--- src/rtl/mul_share_arbiter_if.sv ---
// Handshake/bus bundle for mul_share_arbiter: requester operands, multiplier link,
// tagged responses and halt/drain control.
interface mul_share_arbiter_if #(
   parameter int unsigned WIDTH = 8,
   parameter int unsigned NREQ  = 4,
   parameter int unsigned IDW   = 2
);
   logic [NREQ-1:0]       req_valid;
   logic [NREQ-1:0]       req_ready;
   logic [NREQ*WIDTH-1:0] req_a;
   logic [NREQ*WIDTH-1:0] req_b;
   logic [WIDTH-1:0]      mul_a;
   logic [WIDTH-1:0]      mul_b;
   logic [2*WIDTH-1:0]    mul_z;
   logic                  rsp_valid;
   logic [IDW-1:0]        rsp_id;
   logic [2*WIDTH-1:0]    rsp_z;
   logic                  halt_req;
   logic                  halted;
   logic [IDW+1:0]        inflight;

   // System side: requesters, the multiplier product and halt control.
   modport master (
      output req_valid, req_a, req_b, mul_z, halt_req,
      input  req_ready, mul_a, mul_b, rsp_valid, rsp_id, rsp_z, halted, inflight
   );

   modport slave (
      input  req_valid, req_a, req_b, mul_z, halt_req,
      output req_ready, mul_a, mul_b, rsp_valid, rsp_id, rsp_z, halted, inflight
   );
endinterface

--- src/rtl/mul_share_arbiter.sv ---
// Round-robin sharing of one pipelined multiplier among NREQ requesters, with ID-tagged
// responses and a halt/drain FSM. Optional macro MUL_ARB_RSP_REG_EN registers the response.
module mul_share_arbiter #(
   parameter int unsigned WIDTH   = 8,
   parameter int unsigned NREQ    = 4,
   parameter int unsigned IDW     = 2,
   parameter int unsigned MUL_LAT = 2
) (
   input logic                 clk,
   input logic                 rst_n,
   mul_share_arbiter_if.slave  bus
);

   typedef enum logic [1:0] {
      RUN,
      DRAIN,
      HALTED
   } state_e;

   localparam logic [IDW:0]   NREQ_W  = (IDW+1)'(NREQ);
   localparam logic [IDW:0]   ONE_P   = (IDW+1)'(1);
   localparam logic [IDW+1:0] ONE_INF = (IDW+2)'(1);

   state_e               state_q;
   logic                 halted_q;
   logic [IDW-1:0]       rr_ptr_q, rr_ptr_d;
   logic [IDW+1:0]       inflight_q, inflight_d;
   logic [MUL_LAT-1:0]   vld_q;
   logic [IDW-1:0]       id_q [MUL_LAT];

   logic [2**IDW-1:0]    vld_ext;
   logic                 found;
   logic [IDW-1:0]       win;
   logic [IDW:0]         idx;
   logic [IDW:0]         ptr_inc;
   logic                 grant_en;
   logic [NREQ-1:0]      ready;
   logic [WIDTH-1:0]     mul_a_d, mul_b_d;
   logic                 rsp_fire;

   // Rotating search starting at rr_ptr_q; vld_ext pads to a power of two for clean indexing.
   always_comb begin
      vld_ext            = '0;
      vld_ext[NREQ-1:0]  = bus.req_valid;
      found              = 1'b0;
      win                = '0;
      idx                = '0;
      for (int unsigned i = 0; i < NREQ; i++) begin
         idx = {1'b0, rr_ptr_q} + (IDW+1)'(i);
         if (idx >= NREQ_W) idx = idx - NREQ_W;
         if (!found && vld_ext[idx[IDW-1:0]]) begin
            found = 1'b1;
            win   = idx[IDW-1:0];
         end
      end
   end

   assign grant_en = found && (state_q == RUN) && !bus.halt_req;

   always_comb begin
      ready   = '0;
      mul_a_d = '0;
      mul_b_d = '0;
      for (int unsigned i = 0; i < NREQ; i++) begin
         if (found && (win == IDW'(i))) begin
            mul_a_d  = bus.req_a[i*WIDTH +: WIDTH];
            mul_b_d  = bus.req_b[i*WIDTH +: WIDTH];
            ready[i] = grant_en;
         end
      end
   end

   assign bus.req_ready = ready;
   assign bus.mul_a     = mul_a_d;
   assign bus.mul_b     = mul_b_d;

   always_comb begin
      ptr_inc  = {1'b0, win} + ONE_P;
      rr_ptr_d = rr_ptr_q;
      if (grant_en) rr_ptr_d = (ptr_inc == NREQ_W) ? '0 : ptr_inc[IDW-1:0];
   end

   always_comb begin
      inflight_d = inflight_q;
      case ({grant_en, rsp_fire})
         2'b10:   inflight_d = inflight_q + ONE_INF;
         2'b01:   inflight_d = inflight_q - ONE_INF;
         default: inflight_d = inflight_q;
      endcase
   end

   always_ff @(posedge clk or negedge rst_n) begin
      if (!rst_n) begin
         rr_ptr_q   <= '0;
         inflight_q <= '0;
      end else begin
         rr_ptr_q   <= rr_ptr_d;
         inflight_q <= inflight_d;
      end
   end

   // Tag shift register tracks the multiplier pipeline one-for-one; it never stalls.
   always_ff @(posedge clk or negedge rst_n) begin
      if (!rst_n) begin
         vld_q <= '0;
         for (int unsigned i = 0; i < MUL_LAT; i++) id_q[i] <= '0;
      end else begin
         vld_q[0] <= grant_en;
         id_q[0]  <= win;
         for (int unsigned i = 1; i < MUL_LAT; i++) begin
            vld_q[i] <= vld_q[i-1];
            id_q[i]  <= id_q[i-1];
         end
      end
   end

`ifdef MUL_ARB_RSP_REG_EN
   logic               rsp_valid_q;
   logic [IDW-1:0]     rsp_id_q;
   logic [2*WIDTH-1:0] rsp_z_q;

   always_ff @(posedge clk or negedge rst_n) begin
      if (!rst_n) begin
         rsp_valid_q <= 1'b0;
         rsp_id_q    <= '0;
         rsp_z_q     <= '0;
      end else begin
         rsp_valid_q <= vld_q[MUL_LAT-1];
         rsp_id_q    <= id_q[MUL_LAT-1];
         rsp_z_q     <= bus.mul_z;
      end
   end

   assign rsp_fire = rsp_valid_q;
   assign bus.rsp_id = rsp_id_q;
   assign bus.rsp_z  = rsp_z_q;
`else
   assign rsp_fire = vld_q[MUL_LAT-1];
   assign bus.rsp_id = id_q[MUL_LAT-1];
   assign bus.rsp_z  = bus.mul_z;
`endif

   assign bus.rsp_valid = rsp_fire;
   assign bus.inflight  = inflight_q;
   assign bus.halted    = halted_q;

   // DRAIN ignores halt_req: a drain always completes to HALTED before RUN resumes.
   always_ff @(posedge clk or negedge rst_n) begin
      if (!rst_n) begin
         state_q  <= RUN;
         halted_q <= 1'b0;
      end else begin
         case (state_q)
            RUN: begin
               if (bus.halt_req) state_q <= DRAIN;
            end
            DRAIN: begin
               if (inflight_q == '0) begin
                  state_q  <= HALTED;
                  halted_q <= 1'b1;
               end
            end
            HALTED: begin
               if (!bus.halt_req) begin
                  state_q  <= RUN;
                  halted_q <= 1'b0;
               end
            end
            default: begin
               state_q  <= RUN;
               halted_q <= 1'b0;
            end
         endcase
      end
   end

endmodule

--- src/flat_wrapper.sv ---
// flat-port wrapper written by rule: the top's interface ports become plain ports
module mul_share_arbiter_flat 
#(
   parameter int unsigned WIDTH   = 8,
   parameter int unsigned NREQ    = 4,
   parameter int unsigned IDW     = 2,
   parameter int unsigned MUL_LAT = 2
)
  (clk, rst_n, bus_req_valid, bus_req_a, bus_req_b, bus_mul_z, bus_halt_req, bus_req_ready, bus_mul_a, bus_mul_b, bus_rsp_valid, bus_rsp_id, bus_rsp_z, bus_halted, bus_inflight);
  mul_share_arbiter_if #(.WIDTH(WIDTH), .NREQ(NREQ), .IDW(IDW)) bus_i ();
  input logic clk;
  input logic rst_n;
  input wire logic [$bits(bus_i.req_valid)-1:0] bus_req_valid;
  input wire logic [$bits(bus_i.req_a)-1:0] bus_req_a;
  input wire logic [$bits(bus_i.req_b)-1:0] bus_req_b;
  input wire logic [$bits(bus_i.mul_z)-1:0] bus_mul_z;
  input wire logic [$bits(bus_i.halt_req)-1:0] bus_halt_req;
  output wire logic [$bits(bus_i.req_ready)-1:0] bus_req_ready;
  output wire logic [$bits(bus_i.mul_a)-1:0] bus_mul_a;
  output wire logic [$bits(bus_i.mul_b)-1:0] bus_mul_b;
  output wire logic [$bits(bus_i.rsp_valid)-1:0] bus_rsp_valid;
  output wire logic [$bits(bus_i.rsp_id)-1:0] bus_rsp_id;
  output wire logic [$bits(bus_i.rsp_z)-1:0] bus_rsp_z;
  output wire logic [$bits(bus_i.halted)-1:0] bus_halted;
  output wire logic [$bits(bus_i.inflight)-1:0] bus_inflight;
  assign bus_i.req_valid = bus_req_valid;
  assign bus_i.req_a = bus_req_a;
  assign bus_i.req_b = bus_req_b;
  assign bus_i.mul_z = bus_mul_z;
  assign bus_i.halt_req = bus_halt_req;
  assign bus_req_ready = bus_i.req_ready;
  assign bus_mul_a = bus_i.mul_a;
  assign bus_mul_b = bus_i.mul_b;
  assign bus_rsp_valid = bus_i.rsp_valid;
  assign bus_rsp_id = bus_i.rsp_id;
  assign bus_rsp_z = bus_i.rsp_z;
  assign bus_halted = bus_i.halted;
  assign bus_inflight = bus_i.inflight;
  mul_share_arbiter #(.WIDTH(WIDTH), .NREQ(NREQ), .IDW(IDW), .MUL_LAT(MUL_LAT)) u_core (.clk(clk), .rst_n(rst_n), .bus(bus_i));
endmodule
--- config.mk ---
export PLATFORM = sky130hd
export DESIGN_NAME = mul_share_arbiter_flat
export DESIGN_NICKNAME = d
export VERILOG_FILES = /design/src/rtl/mul_share_arbiter_if.sv /design/src/rtl/mul_share_arbiter.sv /design/src/flat_wrapper.sv
export SDC_FILE = /design/constraint.sdc
export NUM_CORES = 1
export LEC_CHECK = 0
export CAP_MARGIN = 30
export CORE_MARGIN = 4
export CORE_UTILIZATION = 29
export CTS_CLUSTER_SIZE = 25
export DETAILED_ROUTE_END_ITERATION = 7
export PLACE_DENSITY_LB_ADDON = 0.05
export SKIP_CTS_REPAIR_TIMING = 1
export SLEW_MARGIN = 20
export SYNTH_ARGS = -nofsm -noshare
export SYNTH_HDL_FRONTEND = slang
export SYNTH_SLANG_ARGS = --single-unit
--- constraint.sdc ---
create_clock -name clk -period 2.45 [get_ports clk]
set_input_delay 0.3675 -clock clk [delete_from_list [all_inputs] [get_ports clk]]
set_output_delay 0.3675 -clock clk [all_outputs]
set_load 0.005 [all_outputs]
==> flow_summary.json <==
{
  "first_pass_iters": 4,
  "critPathMaxFanout": 8,
  "cts.clk_slew.worst_paths_ns": 0.06,
  "worst_clock_skew_ns": 0.00241,
  "ys_seq_elements": 15,
  "grt_pass1_vias": 1796,
  "rows": 26,
  "syn2layout_area_growth_pct": 96.7,
  "htreeDepth": 1,
  "synth_edf_count": 0,
  "powerDensity_nw_per_um2": 951,
  "clock_latency_ns": 0.24,
  "postLayoutCellArea_um2": 2990,
  "syn_avg_cell_area_um2": 7.31,
  "hold_viol": 0,
  "hp-class": "register to register",
  "ys.flop_type": "dfrtp_1",
  "fillerInstances": 490,
  "die_x_um": 80.4,
  "post_drt_via_cell_ratio": 4.72,
  "failed_checks": "setup timing",
  "syn_area_um2": 1520,
  "cp-startpoint": "u_core.rr_ptr_q[1]",
  "critPathKind": "register to output pin",
  "die-area_um2": 6460,
  "end_kind": "output pin",
  "diodes": 0,
  "routed_wirelength_mm": 5.98,
  "drc": 0,
  "detail_route.wl_per_cell_um": 15.2,
  "nets": 418,
  "report.final.setup_viol": 18,
  "cts_buffer_depth": 2,
  "die_h_um": 80.4,
  "gr-total-overflow": 0,
  "drive_gt1_share_pct": 30.0,
  "grt_max_degree": 32,
  "cts_tree": "yes",
  "multi_input_comb_area_um2": 1020,
  "finalCoreUtilization_pct": 58.5,
  "final_cell_mix": "clkdlybuf4s50_1, buf_4, a21oi_1",
  "total_leakage_power_nw": 1.36,
  "globalplace.congestion": 0.768,
  "via_count": 1854,
  "ys_async_sr_fraction_pct": 100,
  "register_area_um2": 375,
  "grt_setup_unrepaired": "true",
  "relSlewSlack_pct": 54.7,
  "initial_core_util_pct": 29.8,
  "netlist_instances": 208,
  "dpl-instance-area_um2": 2610,
  "finalCriticalPeriod_ns": 2.74,
  "yosysSeqAreaShare_pct": 24.7,
  "synth_cell_types": 31,
  "port_buffers": 98,
  "yosysWarningCount": 0,
  "fmax_mhz": 366,
  "place_hpwl_mm": 4.10,
  "peakVddDrop_v": 0.000395,
  "postRouteAntennaNets": 0,
  "core-area_um2": 5110,
  "clock-sinks": 15,
  "first_iter_violations": 43,
  "outcome": "complete, but fails checks",
  "worst_slew_pin_slew_ns": 0.677,
  "period_share_pct": 112,
  "cp_data_required_time_ns": 2.08,
  "cts_root_buffer": "clkbuf_8",
  "drv_slew": 0,
  "io_pins": 131,
  "grt_pass1_wl_mm": 8.09,
  "antenna_found_initial": 0,
  "worstPathArrival_ns": 2.37,
  "crit_path_start_kind": "register",
  "worst_slack_ns": -0.286,
  "min_from": "u_core.vld_q[0]",
  "final_common_cell": "clkdlybuf4s50_1",
  "drv_cap": 0,
  "syn-num-nets": 302,
  "track_usage_pct": 15.8,
  "cts_buffers": 3,
  "r2r_start": "u_core.state_q[1]"
}
[sequential cells by signal (all words and copies together), names as in the netlist]
| register | cells |
|---|---|
| u_core.id_q | 2 |
| u_core.vld_q | 2 |
| u_core.state_q | 2 |
| u_core.bus.inflight | 4 |
| u_core.bus.rsp_id | 2 |
| u_core.bus.halted | 1 |
| u_core.rr_ptr_q | 2 |
[path summary, 6_finish.rpt]
kind | slack (ns) | cells after the start | endpoint
setup / recovery | -0.29 | 12 | bus_mul_a[1]
max in group asynchronous | 1.49 | 1 | u_core.state_q[0]
hold / removal | 0.35 | 0 | u_core.vld_q[1]
min in group asynchronous | 0.53 | 1 | u_core.bus.inflight[2]
setup reg to reg | 0.43 | 9 | u_core.bus.inflight[2]
hold reg to reg | 0.35 | 0 | u_core.vld_q[1]
[cells in the mapped netlist (all sizes together), types with 2 or more instances]
| master | count | area share (%) |
|---|---|---|
| a211o | 2 | 1.2 |
| and2 | 5 | 2.1 |
| dfrtp | 15 | 25 |
| nor2 | 18 | 4.4 |
| buf | 20 | 9.5 |
| nor2b | 3 | 1.2 |
| nor4 | 3 | 3.2 |
| xor2 | 4 | 2.3 |
| clkbuf | 11 | 2.7 |
| o21ai | 19 | 6.3 |
| a21oi | 33 | 11 |
| inv | 19 | 4.7 |
| ha | 7 | 5.8 |
| mux2 | 4 | 3.2 |
| a22oi | 14 | 6.9 |
| a221oi | 2 | 1.2 |
| nand2 | 18 | 4.4 |
| nand2b | 2 | 0.82 |
[power by group]
part	switching (mW)	internal (mW)	leakage, nW	total (mW)
clock network	0.0859	0.115	0.0228	0.201
logic	0.916	1.26	1.15	2.18
registers	0.114	0.354	0.181	0.468
total	1.12	1.73	1.36	2.84
[cell type report]
type	count	area share, %
clock buffers	4	1.51
inverters	19	2.38
multi-input cells	143	34.1
flip-flops and latches	15	12.6
well taps	70	2.93
repair buffers	142	46.5
[kinds of logic after synthesis]
logic type	synth area share [%]
adders and majority gates	5.76
buffers and inverters	17.0
xor gates and xnor gates	2.88
DFF	24.7
muxes	3.21
AOI/OAI and AO/OA	28.0
and+or+nand+nor	18.5
[per-layer routing]
metal / wire length, um / part of all wire, % / track usage (%) / vias to the layer above
li1: - / - / - / 923
met1: 2270 / 38 / 16.8 / 855
met2: 3090 / 52 / 27.6 / 72
met3: 599 / 10 / 7.85 / 4
met4: 27 / 0.45 / 3.72 / 0
met5: 0 / 0 / 0 / -
[critical path, cell delays in order (launching register included)]
cell,delay (ns)
dfrtp_1,0.42
nand2b_4,0.17
and3_4,0.16
a311o_1,0.34
inv_2,0.11
buf_6,0.11
ha_4,0.18
buf_6,0.14
buf_12,0.12
a21oi_1,0.04
a22oi_1,0.15
nor2_1,0.06
clkbuf_2,0.12
[through the flow]
stage	hold slack (ns)	setup WS, ns	total power, mW	setup TNS, ns	instances
2_1_floorplan	0.0719	0.0289	1.35	0	208
3_3_place_gp	0.333	-0.879	2.25	-15.31	369
4_1_cts	0.354	-0.897	2.47	-15.38	373
6_report	0.354	-0.286	2.84	-4.53	393
3_5_place_dp	0.341	-0.868	2.25	-15.51	369
5_1_grt	0.371	-0.448	3.09	-7.20	393
No activity file was read; power rests on OpenSTA's default activity.
